===== src/rtl/z3_pkg.sv =====
// Shared definitions for the Zorro III cycle tracker: state encoding,
// bus constants and a saturating beat counter helper.
package z3_pkg;

    typedef enum logic [2:0] {
        ST_IDLE  = 3'd0,
        ST_ADDR  = 3'd1,
        ST_DATA  = 3'd2,
        ST_GAP   = 3'd3,
        ST_ABORT = 3'd4
    } z3_state_e;

    localparam logic [2:0] FC_CPU_SPACE = 3'b111;
    localparam logic [3:0] DS_INACTIVE  = 4'hF;
    localparam logic [3:0] BEAT_MAX     = 4'hF;

    function automatic logic [3:0] sat_inc4(input logic [3:0] v);
        return (v == BEAT_MAX) ? v : v + 4'd1;
    endfunction

endpackage


===== src/rtl/z3_cycle_tracker_if.sv =====
// Zorro III bus view: raw asynchronous strobes in, synchronised strobes,
// latched cycle attributes and event pulses out.
interface z3_cycle_tracker_if;
    logic        FCS_n_raw;
    logic [29:0] ADDR_raw;
    logic [2:0]  FC_raw;
    logic        READ_raw;
    logic [3:0]  DS_n_raw;
    logic        DOE_raw;
    logic        MTCR_n_raw;

    logic        FCS_n;
    logic        MTCR_n;
    logic        DS0_n;
    logic [29:0] addr_q;
    logic [2:0]  fc_q;
    logic        read_q;
    logic        cycle_start;
    logic        beat_start;
    logic        beat_end;
    logic        cycle_end;
    logic [3:0]  beat_count;
    logic        timeout;
    logic        busy;

    modport master (
        output FCS_n_raw, ADDR_raw, FC_raw, READ_raw, DS_n_raw, DOE_raw, MTCR_n_raw,
        input  FCS_n, MTCR_n, DS0_n, addr_q, fc_q, read_q, cycle_start,
               beat_start, beat_end, cycle_end, beat_count, timeout, busy
    );

    modport slave (
        input  FCS_n_raw, ADDR_raw, FC_raw, READ_raw, DS_n_raw, DOE_raw, MTCR_n_raw,
        output FCS_n, MTCR_n, DS0_n, addr_q, fc_q, read_q, cycle_start,
               beat_start, beat_end, cycle_end, beat_count, timeout, busy
    );
endinterface


===== src/rtl/z3_sync.sv =====
// Multi-flop synchroniser for a group of asynchronous inputs; reset loads
// the group's inactive level so no spurious edge appears after reset.
module z3_sync #(
    parameter int              WIDTH  = 1,
    parameter int              STAGES = 2,
    parameter logic [WIDTH-1:0] INIT  = '0
) (
    input  logic             clk,
    input  logic             rst_n,
    input  logic [WIDTH-1:0] d,
    output logic [WIDTH-1:0] q
);

    logic [WIDTH-1:0] chain_q [STAGES];
    logic [WIDTH-1:0] chain_d [STAGES];

    always_comb begin
        chain_d[0] = d;
        for (int i = 1; i < STAGES; i++) begin
            chain_d[i] = chain_q[i-1];
        end
    end

    always_ff @(posedge clk) begin
        if (!rst_n) begin
            for (int i = 0; i < STAGES; i++) begin
                chain_q[i] <= INIT;
            end
        end else begin
            for (int i = 0; i < STAGES; i++) begin
                chain_q[i] <= chain_d[i];
            end
        end
    end

    assign q = chain_q[STAGES-1];

endmodule


===== src/rtl/z3_cycle_tracker.sv =====
// Zorro III front-end cycle tracker: synchronises the bus, latches cycle
// attributes, follows data beats and MTCR bursts, and aborts stalled phases.
module z3_cycle_tracker #(
    parameter int SYNC_STAGES    = 2,
    parameter int TIMEOUT_CYCLES = 255
) (
    input  logic              CLK,
    input  logic              RESET_n,
    z3_cycle_tracker_if.slave bus
);
    import z3_pkg::*;

    localparam int              WD_W    = $clog2(TIMEOUT_CYCLES + 1);
    localparam logic [WD_W-1:0] WD_LAST = WD_W'(TIMEOUT_CYCLES - 1);

    logic [5:0]  strb_raw;
    logic [5:0]  strb_s;
    logic [34:0] data_raw;
    logic [34:0] data_s;

    logic        fcs_s;
    logic        mtcr_s;
    logic [3:0]  ds_s;
    logic [29:0] addr_s;
    logic [2:0]  fc_s;
    logic        read_s;
    logic        doe_s;

    assign strb_raw = {bus.FCS_n_raw, bus.MTCR_n_raw, bus.DS_n_raw};
    assign data_raw = {bus.ADDR_raw, bus.FC_raw, bus.READ_raw, bus.DOE_raw};

    z3_sync #(
        .WIDTH  (6),
        .STAGES (SYNC_STAGES),
        .INIT   ({1'b1, 1'b1, DS_INACTIVE})
    ) u_sync_strb (
        .clk   (CLK),
        .rst_n (RESET_n),
        .d     (strb_raw),
        .q     (strb_s)
    );

    z3_sync #(
        .WIDTH  (35),
        .STAGES (SYNC_STAGES),
        .INIT   (35'd0)
    ) u_sync_data (
        .clk   (CLK),
        .rst_n (RESET_n),
        .d     (data_raw),
        .q     (data_s)
    );

    assign fcs_s  = strb_s[5];
    assign mtcr_s = strb_s[4];
    assign ds_s   = strb_s[3:0];
    assign addr_s = data_s[34:5];
    assign fc_s   = data_s[4:2];
    assign read_s = data_s[1];
    assign doe_s  = data_s[0];

    logic ds_any;
    logic ds_none;
    logic mtcr_prev_q;
    logic mtcr_prev_d;
    logic mtcr_fall;

    always_comb begin
        ds_any      = (ds_s != DS_INACTIVE);
        ds_none     = (ds_s == DS_INACTIVE);
        mtcr_prev_d = mtcr_s;
        mtcr_fall   = mtcr_prev_q & ~mtcr_s;
    end

    always_ff @(posedge CLK) begin
        if (!RESET_n) begin
            mtcr_prev_q <= 1'b1;
        end else begin
            mtcr_prev_q <= mtcr_prev_d;
        end
    end

    z3_state_e       state_q;
    logic [WD_W-1:0] wd_q;
    logic [29:0]     addr_q;
    logic [2:0]      fc_q;
    logic            read_q;
    logic [3:0]      beat_count_q;
    logic            beat_done_q;
    logic            cycle_start_q;
    logic            beat_start_q;
    logic            beat_end_q;
    logic            cycle_end_q;
    logic            timeout_q;

    // beat_done_q marks a finished single beat: the cycle then only waits for FCS release.
    always_ff @(posedge CLK) begin
        if (!RESET_n) begin
            state_q       <= ST_IDLE;
            wd_q          <= '0;
            addr_q        <= '0;
            fc_q          <= '0;
            read_q        <= 1'b0;
            beat_count_q  <= '0;
            beat_done_q   <= 1'b0;
            cycle_start_q <= 1'b0;
            beat_start_q  <= 1'b0;
            beat_end_q    <= 1'b0;
            cycle_end_q   <= 1'b0;
            timeout_q     <= 1'b0;
        end else begin
            cycle_start_q <= 1'b0;
            beat_start_q  <= 1'b0;
            beat_end_q    <= 1'b0;
            cycle_end_q   <= 1'b0;
            timeout_q     <= 1'b0;

            if (state_q == ST_IDLE) begin
                if (!fcs_s) begin
                    addr_q        <= addr_s;
                    fc_q          <= fc_s;
                    read_q        <= read_s;
                    beat_count_q  <= '0;
                    beat_done_q   <= 1'b0;
                    wd_q          <= '0;
                    cycle_start_q <= 1'b1;
                    state_q       <= ST_ADDR;
                end
            end else if (fcs_s) begin
                cycle_end_q <= 1'b1;
                if (state_q == ST_DATA && !beat_done_q) begin
                    beat_end_q <= 1'b1;
                end
                state_q <= ST_IDLE;
            end else if (state_q != ST_ABORT && wd_q == WD_LAST) begin
                timeout_q <= 1'b1;
                state_q   <= ST_ABORT;
            end else if (state_q != ST_ABORT) begin
                wd_q <= wd_q + WD_W'(1);
                case (state_q)
                    ST_ADDR: begin
                        if (ds_any && doe_s) begin
                            beat_start_q <= 1'b1;
                            beat_count_q <= 4'd1;
                            beat_done_q  <= 1'b0;
                            wd_q         <= '0;
                            state_q      <= ST_DATA;
                        end
                    end
                    ST_DATA: begin
                        if (!beat_done_q && ds_none) begin
                            beat_end_q <= 1'b1;
                            if (!mtcr_s) begin
                                wd_q    <= '0;
                                state_q <= ST_GAP;
                            end else begin
                                beat_done_q <= 1'b1;
                            end
                        end
                    end
                    ST_GAP: begin
                        if (mtcr_fall && ds_any) begin
                            addr_q[5:0]  <= addr_s[5:0];
                            beat_start_q <= 1'b1;
                            beat_count_q <= sat_inc4(beat_count_q);
                            wd_q         <= '0;
                            state_q      <= ST_DATA;
                        end
                    end
                    default: ;
                endcase
            end
        end
    end

    assign bus.FCS_n       = fcs_s;
    assign bus.MTCR_n      = mtcr_s;
    assign bus.DS0_n       = ds_s[0];
    assign bus.addr_q      = addr_q;
    assign bus.fc_q        = fc_q;
    assign bus.read_q      = read_q;
    assign bus.cycle_start = cycle_start_q;
    assign bus.beat_start  = beat_start_q;
    assign bus.beat_end    = beat_end_q;
    assign bus.cycle_end   = cycle_end_q;
    assign bus.beat_count  = beat_count_q;
    assign bus.timeout     = timeout_q;
    assign bus.busy        = (state_q != ST_IDLE);

endmodule


===== src/flat_wrapper.sv =====
// flat-port wrapper written by rule: the top's interface ports become plain ports
module z3_cycle_tracker_flat import z3_pkg::*;
#(
    parameter int SYNC_STAGES    = 2,
    parameter int TIMEOUT_CYCLES = 255
)
  (CLK, RESET_n, bus_FCS_n_raw, bus_ADDR_raw, bus_FC_raw, bus_READ_raw, bus_DS_n_raw, bus_DOE_raw, bus_MTCR_n_raw, bus_FCS_n, bus_MTCR_n, bus_DS0_n, bus_addr_q, bus_fc_q, bus_read_q, bus_cycle_start, bus_beat_start, bus_beat_end, bus_cycle_end, bus_beat_count, bus_timeout, bus_busy);
  z3_cycle_tracker_if bus_i ();
  input  logic CLK;
  input  logic RESET_n;
  input wire logic [$bits(bus_i.FCS_n_raw)-1:0] bus_FCS_n_raw;
  input wire logic [$bits(bus_i.ADDR_raw)-1:0] bus_ADDR_raw;
  input wire logic [$bits(bus_i.FC_raw)-1:0] bus_FC_raw;
  input wire logic [$bits(bus_i.READ_raw)-1:0] bus_READ_raw;
  input wire logic [$bits(bus_i.DS_n_raw)-1:0] bus_DS_n_raw;
  input wire logic [$bits(bus_i.DOE_raw)-1:0] bus_DOE_raw;
  input wire logic [$bits(bus_i.MTCR_n_raw)-1:0] bus_MTCR_n_raw;
  output wire logic [$bits(bus_i.FCS_n)-1:0] bus_FCS_n;
  output wire logic [$bits(bus_i.MTCR_n)-1:0] bus_MTCR_n;
  output wire logic [$bits(bus_i.DS0_n)-1:0] bus_DS0_n;
  output wire logic [$bits(bus_i.addr_q)-1:0] bus_addr_q;
  output wire logic [$bits(bus_i.fc_q)-1:0] bus_fc_q;
  output wire logic [$bits(bus_i.read_q)-1:0] bus_read_q;
  output wire logic [$bits(bus_i.cycle_start)-1:0] bus_cycle_start;
  output wire logic [$bits(bus_i.beat_start)-1:0] bus_beat_start;
  output wire logic [$bits(bus_i.beat_end)-1:0] bus_beat_end;
  output wire logic [$bits(bus_i.cycle_end)-1:0] bus_cycle_end;
  output wire logic [$bits(bus_i.beat_count)-1:0] bus_beat_count;
  output wire logic [$bits(bus_i.timeout)-1:0] bus_timeout;
  output wire logic [$bits(bus_i.busy)-1:0] bus_busy;
  assign bus_i.FCS_n_raw = bus_FCS_n_raw;
  assign bus_i.ADDR_raw = bus_ADDR_raw;
  assign bus_i.FC_raw = bus_FC_raw;
  assign bus_i.READ_raw = bus_READ_raw;
  assign bus_i.DS_n_raw = bus_DS_n_raw;
  assign bus_i.DOE_raw = bus_DOE_raw;
  assign bus_i.MTCR_n_raw = bus_MTCR_n_raw;
  assign bus_FCS_n = bus_i.FCS_n;
  assign bus_MTCR_n = bus_i.MTCR_n;
  assign bus_DS0_n = bus_i.DS0_n;
  assign bus_addr_q = bus_i.addr_q;
  assign bus_fc_q = bus_i.fc_q;
  assign bus_read_q = bus_i.read_q;
  assign bus_cycle_start = bus_i.cycle_start;
  assign bus_beat_start = bus_i.beat_start;
  assign bus_beat_end = bus_i.beat_end;
  assign bus_cycle_end = bus_i.cycle_end;
  assign bus_beat_count = bus_i.beat_count;
  assign bus_timeout = bus_i.timeout;
  assign bus_busy = bus_i.busy;
  z3_cycle_tracker #(.SYNC_STAGES(SYNC_STAGES), .TIMEOUT_CYCLES(TIMEOUT_CYCLES)) u_core (.CLK(CLK), .RESET_n(RESET_n), .bus(bus_i));
endmodule

===== config.mk =====
export PLATFORM = sky130hd
export DESIGN_NAME = z3_cycle_tracker_flat
export DESIGN_NICKNAME = d
export VERILOG_FILES = /design/src/rtl/z3_pkg.sv /design/src/rtl/z3_cycle_tracker_if.sv /design/src/rtl/z3_sync.sv /design/src/rtl/z3_cycle_tracker.sv /design/src/flat_wrapper.sv
export SDC_FILE = /design/constraint.sdc
export NUM_CORES = 1
export LEC_CHECK = 0
export CORE_AREA = 2 2 119 121
export CTS_CLUSTER_DIAMETER = 50
export CTS_CLUSTER_SIZE = 20
export DETAILED_ROUTE_END_ITERATION = 8
export DIE_AREA = 0 0 121 123
export GPL_TIMING_DRIVEN = 0
export PLACE_DENSITY = 0.54
export SLEW_MARGIN = 10
export SYNTH_ARGS = -nofsm -noshare
export SYNTH_HDL_FRONTEND = slang
export SYNTH_SLANG_ARGS = --single-unit

===== constraint.sdc =====
create_clock -name CLK -period 1.9 [get_ports CLK]
set_input_delay 0.19 -clock CLK [delete_from_list [all_inputs] [get_ports CLK]]
set_output_delay 0.19 -clock CLK [all_outputs]
set_load 0.01 [all_outputs]

; Word level (Yosys, flattened, before mapping)
; Memories as Yosys holds them, arrays and structs flattened.
; Index checks and enable logic that the tools add are counted.
[word_totals]
ram_bits = 82
out_inout_bits = 47
reg_bits = 56
memories = 2
[mem_list]
columns = memory, words, width, rd, rd_clocked_by_memory_dff, write_ports, line
row1 = u_core.u_sync_data.chain_q, 2, 35, 2, 0, 2, z3_sync.sv:14  ; logic [WIDTH-1:0] chain_q [STAGES];
row2 = u_core.u_sync_strb.chain_q, 2, 6, 2, 0, 2, z3_sync.sv:14
[op_classes]
bitwise_logic = 9
n_reduce_logical = 25
n_addsub = 2
eq_ne = 19
mux = 63
[ops]
columns = cell, count
row1 = $mux W8, 9
row2 = $mux W35, 2
row3 = $mux W6, 9
row4 = $mux W4, 8
row5 = $mux W3, 9
row6 = $pmux W8 S3, 1
row7 = $mux W1, 21
row8 = $reduce_and A7 Y1, 3
row9 = $ne A5 B1 Y1 const B, 2
row10 = $ne A3 B1 Y1 const B, 3
row11 = $pmux W3 S3, 1
row12 = $reduce_bool A3 Y1, 3
row13 = $add A8 B1 Y8 const B, 1
row14 = $eq A4 B4 Y1 const B, 2
row15 = $eq A8 B8 Y1 const B, 1
row16 = $pmux W4 S2, 1
row17 = $eq A3 B2 Y1 const B, 2
row18 = $ne A3 B2 Y1 const B, 2
row19 = $reduce_bool A2 Y1, 3
row20 = $reduce_bool A6 Y1, 1
row21 = $logic_and A1 B1 Y1, 5
row22 = $ne A5 B3 Y1 const B, 1
row23 = $ne A5 B4 Y1 const B, 1
row24 = $reduce_and A5 Y1, 1
row25 = other kinds (18), 26

; Depth between registers and ports, before layout
; Gate-level depths: netlist of the first run.
; An unclocked memory read counts as a cell.
[depth]
depth_word = 10
ltp_mapped = 7
mapped_depth_nobuf = 7

; By module
; From an unflattened synthesis of the first run, not the netlist that was laid out.
[unflattened]
hier_cells = 476
area_unflattened_um2 = 4882.2
[modules_own_cells]
columns = mod, cells_each, area_per_inst_um2, instances
row1 = z3_cycle_tracker, 304, 2615.0, 1
row2 = z3_sync at u_core.u_sync_data, 147, 1928.1, 1
row3 = z3_sync at u_core.u_sync_strb, 25, 339.1, 1

; Worst setup path before layout of the first run
; OpenSTA, ideal clock, no wires.
[synth_path]
path_type = reg2reg
startpoint = register u_core.wd_q[0]
endpoint = register u_core.beat_count_q[3] (netlist: u_core.bus.beat_count[3])
arrival_time_ns = 1.609
slack_ns = 0.195
stages_incl_launch_ff = 8
setup_ns = 0.096
period_less_slack_ns = 1.705
path_cell_list = dfxtp_1 inv_1 ha_1 nand3_1 nor2_1 a211oi_2 nand2_2 o41ai_2
[synth_via]
elab_chain_cells = 4
[synth_lines]
columns = element, line
row1 = start: declaration, z3_cycle_tracker.sv:84  ; logic [WD_W-1:0] wd_q;
row2 = start signal: assignment, z3_cycle_tracker.sv:139  ; wd_q <= wd_q + WD_W'(1);
row3 = $eq A8 B8 Y1, z3_cycle_tracker.sv:135  ; end else if (state_q != ST_ABORT && wd_q == WD_LAST) begin
row4 = $logic_and A1 B1 Y1, z3_cycle_tracker.sv:135
row5 = $ne A2 B1 Y1 (no line), -
row6 = $reduce_and A7 Y1 (no line), -
row7 = end signal: assignment, z3_cycle_tracker.sv:165  ; beat_count_q <= sat_inc4(beat_count_q);
row8 = end: declaration, z3_cycle_tracker.sv:88  ; logic [3:0] beat_count_q;
; No other way between the ends.
; A chain may end at the register's enable or synchronous reset.

; Worst setup path after layout of the first run
[layout_path]
startpoint = register u_core.state_q[2]
endpoint = register u_core.addr_q[2] (netlist: u_core.bus.addr_q[2])
[layout_via]
elab_chain_cells = 4
[layout_lines]
columns = element, line
row1 = start: declaration, z3_cycle_tracker.sv:83  ; z3_state_e state_q;
row2 = start signal: assignment, z3_cycle_tracker.sv:99  ; state_q <= ST_IDLE;
row3 = start signal: assignment, z3_cycle_tracker.sv:127  ; state_q <= ST_ADDR;
row4 = start signal: assignment, z3_cycle_tracker.sv:134  ; state_q <= ST_IDLE;
row5 = $ne A3 B3 Y1, "z3_cycle_tracker.sv:135, z3_cycle_tracker.sv:138"
row6 = $logic_and A1 B1 Y1, z3_cycle_tracker.sv:135
row7 = $ne A2 B1 Y1 (no line), -
row8 = $reduce_and A5 Y1 (no line), -
row9 = end signal: assignment, z3_cycle_tracker.sv:120  ; addr_q <= addr_s;
row10 = end signal: assignment, z3_cycle_tracker.sv:163  ; addr_q[5:0] <= addr_s[5:0];
row11 = end: declaration, z3_cycle_tracker.sv:85  ; logic [29:0] addr_q;
; Several ways; a longest one is shown, not always the timed one.

==> results of run 1 <==
logic make-up (layout without fill, tap and decap cells):
group,count (synthesis),after routing,synth area share
multiplexers,8,8,0.01714
adder cells (fa/ha/maj),3,3,0.008033
AND/OR/NAND/NOR,222,222,0.2503
flip-flops,138,138,0.5912
buffers and inverters,32,158,0.03025
XOR/XNOR,1,1,0.001875
AO/OA/AOI/OAI,70,70,0.1012
layout make-up:
| cell class | instances | area share |
|---|---|---|
| Multi-Input combinational cell | 304 | 0.2781 |
| Sequential cell | 138 | 0.4248 |
| Clock buffer | 19 | 0.06958 |
| Inverter | 6 | 0.003460 |
| Timing Repair Buffer | 94 | 0.1440 |
| Buffer | 26 | 0.01884 |
| Tap cell | 180 | 0.03460 |
| Clock inverter | 13 | 0.02672 |
per-stage QoR:
| stage | instance area (sq um) | instances | worst slack (ns) | setup TNS, ns |
|---|---|---|---|---|
| 2_1_floorplan | 4673 | 474 | 0.1953 | 0 |
| 3_3_place_gp | 5779 | 742 | -0.09322 | -0.2051 |
| 3_5_place_dp | 5779 | 742 | -0.05429 | -0.1088 |
| 4_1_cts | 6420 | 775 | 0.01398 | 0 |
| 5_1_grt | 6510 | 780 | 0.007513 | 0 |
| 6_report | 6510 | 780 | 0.1236 | 0 |
critical path: stages, from the launching register on:
cell and delay, ns:
dfxtp_1 0.46, buf_4 0.24, and3b_1 0.28, a31oi_2 0.27, a21oi_4 0.06, buf_12 0.15, mux2i_1 0.14, nor2_1 0.05
state kept, by name, summed over array words and instances, names as in the netlist, 3 cells and up:
register                    flops
u_core.u_sync_data.chain_q     70
u_core.bus.addr_q              30
u_core.u_sync_strb.chain_q     12
u_core.wd_q                     8
u_core.bus.beat_count           4
u_core.bus.fc_q                 3
u_core.state_q                  3
worst min path at each step:
stage / from / end / slack (ns) / cells after the start
2_1_floorplan: bus_DS_n_raw[0] / u_core.u_sync_strb.chain_q[0][0]$_SDFF_PN1_ / 0.29 / 1
3_3_place_gp: u_core.u_sync_strb.chain_q[0][5]$_SDFF_PN1_ / u_core.u_sync_strb.chain_q[0][11]$_SDFF_PN1_ / 0.39 / 1
3_5_place_dp: u_core.u_sync_strb.chain_q[0][4]$_SDFF_PN1_ / u_core.u_sync_strb.chain_q[0][10]$_SDFF_PN1_ / 0.39 / 1
4_1_cts: bus_DS_n_raw[0] / u_core.u_sync_strb.chain_q[0][0]$_SDFF_PN1_ / 0.32 / 2
5_1_grt: bus_DS_n_raw[0] / u_core.u_sync_strb.chain_q[0][0]$_SDFF_PN1_ / 0.33 / 2
6_report: bus_DS_n_raw[0] / u_core.u_sync_strb.chain_q[0][0]$_SDFF_PN1_ / 0.34 / 2
what timing repair did:
action                                  4_1_cts  5_1_grt
setup buffers                                 1        5
gates cloned                                  0        0
pin swaps                                     3        4
gates resized for setup                       3       12
hold buffers                                  0        0
endpoints found under the setup margin        7       26
cell usage in the layout, fill, tap and decap left out, drive strengths merged, types with 4 or more instances in the layout:
cell	count
nand2	78
a31oi	5
or2	4
clkdlybuf4s50	87
bufinv	4
nand3	12
mux2i	8
clkbuf	36
nand2b	15
dfxtp	138
and3	5
nor2	15
nor3	7
inv	5
clkinv	8
buf	15
o21ai	5
and2	71
a21oi	41
power groups by stage:
stage / clock network [mW] / registers [mW] / logic [mW]
after floorplan: 0 / 3.11 / 0.325
after global placement: 0 / 3.11 / 0.566
after detailed placement: 0 / 3.11 / 0.570
after CTS: 3.51 / 3.05 / 0.572
after global routing: 3.64 / 3.06 / 0.668
final: 3.44 / 3.05 / 0.603
per-layer routing:
metal	GRT usage	part of all wire	up-vias
met4	0.06395	0.013	0
li1	-	-	1796
met2	0.2335	0.48	68
met3	0.05581	0.047	15
met5	0	0	-
met1	0.1847	0.46	1652
==> qor.csv, run 1 <==
stage,metric,value,unit
timing,period_needed,1.776,ns
route,avgViaCountPerCell,4.527,
route,ant_nets,0,
floorplan,design.core.area,13610,sq um
placement,routabilityCongestion,0.8166,
power,power,7.091,mW
grt,grt_pass1_wl,16700,um
power,p_clk_frac,0.485,
grt,grt_pass1_vias,3313,
timing,slew_violations,0,
setup_path,reg2reg_slack,0.12,ns
timing,whs,0.3387,ns
job,drv_cap,0,
grt,grt_util_all_layers,0.1492,
setup_path,critPathCapture,u_core.bus.addr_q[2]$_SDFFE_PN0P_,
clocking,cts_root_buf,clkbuf_16,
floorplan,design.die.area,14880,sq um
yosys,yosys_warnings,0,
yosys,synthArstFlopShare,0,
power,power.net_switching,1.540,mW
yosys,synthFlopType,dfxtp_1,
yosys,synth_top_area_cell,dfxtp_1,
setup_path,r2r-end,u_core.bus.addr_q[2]$_SDFFE_PN0P_,
route,via_count,3531,
timing,fmax,0.5629,GHz
setup_path,cp-startpoint,u_core.state_q[2]$_SDFFE_PN0P_,
clocking,cts_buffers,17,
floorplan,num_rows,43,
yosys,synth_edf_count,0,
yosys,syn_nets,520,
yosys,yosys_register_bits,138,
clocking,cts_tree,yes,
clocking,clk_pin_slew,0.06,ns
yosys,synth.distinct_cells,56,
route,dr.pass1.iters,4,
route,finalWirelength,10440,um
finish,regArea,2765,sq um
yosys,syn_avg_cell_area,9.859,sq um
timing,tightest_slew,0.6494,ns
yosys,ys_top_cells_by_area,"dfxtp_1 59%, and2_1 9.5%, nand2_1 6.2%",
timing,setup_viol,0,
grt,grt_overflow_total,0,
setup_path,crit_fanout,10,
yosys,synth_common_cells,"138 x dfxtp_1, 77 x nand2_1, 71 x and2_1, 40 x a21oi_1, 16 x clkbuf_1",
finish,fillers,1294,
setup_path,crit_path_end_kind,flip-flop,
clocking,h-tree-depth,4,
setup_path,startpoint_type,flip-flop,
grt,antenna_found_initial,0,
power,swShare,0.2172,
timing,grt_setup_unrepaired,false,
finish,drive_above_1_share,0.1183,
clocking,clk_latency,0.41,ns
yosys,post-synth-top-area-fraction,0.5912,
clocking,clockBufferDepth,2,
route,routedWlPerCell,13.38,um
yosys,syn-cell-area,4673,sq um
setup_path,reg2reg_from,u_core.state_q[2]$_SDFFE_PN0P_,
hold_path,hp-class,primary input to flip-flop,
floorplan,io_pins,90,
setup_path,arrival,2.06,ns
setup_path,rr_worst_depth,7,
floorplan,die_x,121,um
power,pwr-share-comb,0.085,
power,p_leak,2.443,nW
timing,post-route-period-util,0.9349,
power,powerDensity,1089,nW/um^2
status,outcome,completed,
route,drc,0,
finish,area_delta_synth_final,39.30,%
placement,port_buffers,88,
clocking,cts.sinks,138,
power,p_seq_frac,0.430,
finish,multiInputGateArea,1810,sq um
finish,fin_util,0.4783,
timing,clock_skew,0.004497,ns
setup_path,path_class,flip-flop to flip-flop,
power,internal_power,5.551,mW
route,drt_iter0_markers,132,
yosys,yosysMostFrequentCell,dfxtp_1,
placement,hpwl,7471,um
timing,relSlewSlack,0.5671,
floorplan,die_h,123,um
setup_path,required,2.18,ns
finish,fin_nets,633,
power,peakVddDrop,0.5579,mV
grt,grt_max_degree,17,
timing,hold_viol,0,
yosys,ys_seq_area_frac,0.5912,
floorplan,start_util,0.3433,
finish,n_antenna_cell,0,
yosys,netlist_instances,474,
Note: power is estimated with default switching activity, not from simulation.
==> run 2: changes to the inputs <==
--- a/config.mk
+++ b/config.mk
@@ -12,6 +12,7 @@
 export DIE_AREA = 0 0 121 123
 export GPL_TIMING_DRIVEN = 0
 export PLACE_DENSITY = 0.54
+export SETUP_SLACK_MARGIN = 0.1
 export SLEW_MARGIN = 10
 export SYNTH_ARGS = -nofsm -noshare
 export SYNTH_HDL_FRONTEND = slang
==> run 2 against run 1 <==
  * Maximum frequency rose by 3.3%
  * Global-route usage rose by 0.071 points
  * Critical path type is now flip-flop to output pin
  * Register-to-register slack better by 0.07 ns
  * Setup slack better by 0.057 ns
  * Critical endpoint is now bus_busy
  * First-iteration DRC count decreased by 13%
  * Sequential cell count stayed put
  * Sequential share of layout area fell by 0.070 points
  * Cell count grew 0.13%
  * Sequential power hardly changed
  * Count of clock-buffer cells in the layout unchanged
  * Utilization is 0.10 points higher
  * Design area is 0.21% higher
==> qor.csv, run 2 (same netlist as run 1, synthesis figures left out) <==
stage,metric,value,unit,change
status,outcome,completed,,
clocking,clk_pin_slew,0.06,ns,about the same
hold_path,holdPathStages,2,,unchanged
finish,n_antenna_cell,0,,unchanged
grt,grt_max_degree,17,,unchanged
timing,final.setup.worst_slack,0.1804,ns,+0.05680 ns
placement,post_dp_cell_area,5779,sq um,unchanged
setup_path,required,1.71,ns,-0.47 ns
power,powerDensity,1089,nW/um^2,about the same
floorplan,io_pins,90,,unchanged
timing,grt_setup_unrepaired,true,,
power,p_leak,2.444,nW,about the same
floorplan,start_util,0.3433,,unchanged
setup_path,crit_fanout,4,,-6
setup_path,arrival,1.53,ns,-0.53 ns
floorplan,design.core.area,13610,sq um,unchanged
clocking,clk_latency,0.41,ns,about the same
route,via_count,3553,,+0.62%
finish,area_delta_synth_final,39.60,%,
setup_path,startpoint_type,flip-flop,,
grt,grt_util_met2,0.2356,,+0.002107
floorplan,die_x,121,um,unchanged
clocking,cts_root_buf,clkbuf_16,,
timing,fin_tns_setup,0,ns,unchanged
grt,grt_pass1_vias,3330,,+0.51%
clocking,clockBufferDepth,2,,unchanged
power,peakVddDrop,0.5572,mV,-0.13%
grt,top_usage_layer,met2,,
route,ant_nets,0,,unchanged
setup_path,reg2reg_slack,0.19,ns,+0.07 ns
setup_path,path_class,flip-flop to output pin,,
setup_path,reg2reg_from,u_core.wd_q[0]$_SDFFE_PN0P_,,
finish,fin_nets,634,,+0.16%
placement,pre_cts_ws,-0.05429,ns,unchanged
timing,hold_viol,0,,unchanged
clocking,cts.sinks,138,,unchanged
finish,multiInputGateArea,1812,sq um,about the same
hold_path,min_to,u_core.u_sync_strb.chain_q[0][0]$_SDFF_PN1_,,
setup_path,crit_path_end_kind,output pin,,
clocking,cts_hold_buf,0,,unchanged
timing,setup_viol,0,,unchanged
hold_path,hold_start,bus_DS_n_raw[0],,
route,dr.pass1.iters,4,,unchanged
placement,routabilityCongestion,0.8166,,unchanged
route,drc,0,,unchanged
floorplan,num_rows,43,,unchanged
hold_path,hp-class,primary input to flip-flop,,
finish,largest_registers,"u_core.u_sync_data.chain_q (70), u_core.bus.addr_q (30), u_core.u_sync_strb.chain_q (12)",,
finish,drive_above_1_share,0.1231,,+0.004795
finish,layout_common_cells,"135 x dfxtp_1, 88 x clkdlybuf4s50_1, 77 x nand2_1",,
finish,fillers,1294,,unchanged
clocking,cts_buffers,17,,unchanged
setup_path,r2r-end,u_core.bus.beat_count[3]$_SDFFE_PN0P_,,
timing,clock_skew,0.005286,ns,+0.0007885 ns
finish,largest_register,u_core.u_sync_data.chain_q,,
timing,tightest_slew,0.6447,ns,-0.004701 ns
finish,regArea,2766,sq um,about the same
finish,final_area,6524,sq um,+0.21%
grt,grt_overflow_total,0,,unchanged
grt,antenna_found_initial,0,,unchanged
job,drv_cap,0,,unchanged
clocking,cts_tree,yes,,
timing,period_needed,1.720,ns,-0.05680 ns
grt,grt_pass1_wl,16750,um,+0.33%
route,avgViaCountPerCell,4.549,,+0.49%
timing,post-route-period-util,0.9050,,-0.02990
finish,largest_reg_flops,70,,unchanged
grt,gr-usage-met3,0.05581,,unchanged
timing,slew_violations,0,,unchanged
placement,port_buffers,88,,unchanged
timing,relSlewSlack,0.5702,,+0.003134
floorplan,design.die.area,14880,sq um,unchanged
grt,met1_usage,0.1850,,+0.0003425
power,power,7.107,mW,+0.23%
timing,whs,0.3391,ns,+0.0003660 ns
clocking,h-tree-depth,4,,unchanged
setup_path,rr_worst_depth,8,,+1
setup_path,cp-startpoint,u_core.state_q[0]$_SDFFE_PN0P_,,
route,drt_iter0_markers,115,,-13%
route,finalWirelength,10460,um,+0.23%
floorplan,die_h,123,um,unchanged
finish,final_common_cell,dfxtp_1,,
placement,hpwl,7471,um,unchanged
timing,fmax,0.5815,GHz,+3.3%
route,routedWlPerCell,13.39,um,+0.10%
grt,grt_util_all_layers,0.1499,,+0.0007051
## run 2: changes by cell type in the layout (fill, tap and decap cells not counted), sizes merged
cell	before	now
clkdlybuf4s50	87	88
dlygate4sd2	1	0
clkbuf	36	37
## run 2: layout make-up
class	instances	share of cell area
clock buffer	19	0.06943
timing repair buffer	95	0.1450
buffer	26	0.01918
tap	180	0.03452
multi-input combinational	304	0.2777
clock inverter	13	0.02666
inverter	6	0.003452
sequential	138	0.4240
## run 2: timing repair
action / CTS / global route
pin swaps: 3 / 5
gates resized for setup: 4 / 13
buffers inserted: 3 / 4
setup endpoints to repair: 43 / 45
## run 2: per-layer routing
layer,wire length (um),up-vias
li1,-,1794
met1,4712,1656
met2,5016,88
met3,592,15
met4,140,0
met5,0,-
## run 2: per-stage QoR
step / std cells / utilization
6_report: 781 / 0.4793
5_1_grt: 781 / 0.4793
4_1_cts: 777 / 0.4745
3_5_place_dp: 742 / 0.4246
3_3_place_gp: 742 / 0.4246
2_1_floorplan: 474 / -
## run 2: worst max-delay path, stage by stage, from the launching register on
cell	delay [ns]
dfxtp_1	0.34
nor3_4	0.21
inv_2	0.08
clkdlybuf4s50_1	0.48
## run 2: worst max path at each step
| stage | to | slack (ns) |
|---|---|---|
| after global placement | u_core.wd_q[5]$_SDFFE_PN0P_ | -0.09 |
| after floorplan | u_core.bus.beat_count[3]$_SDFFE_PN0P_ | 0.20 |
| after CTS | u_core.wd_q[2]$_SDFFE_PN0P_ | 0.07 |
| final | bus_busy | 0.18 |
| after detailed placement | u_core.bus.beat_count[3]$_SDFFE_PN0P_ | -0.05 |
| after global routing | u_core.wd_q[5]$_SDFFE_PN0P_ | 0.05 |
## run 2: power by group
| part | total [mW] | internal (mW) | switching [mW] |
|---|---|---|---|
| clock network | 3.44 | 2.25 | 1.19 |
| logic | 0.619 | 0.310 | 0.309 |
| registers | 3.05 | 3.01 | 0.0422 |
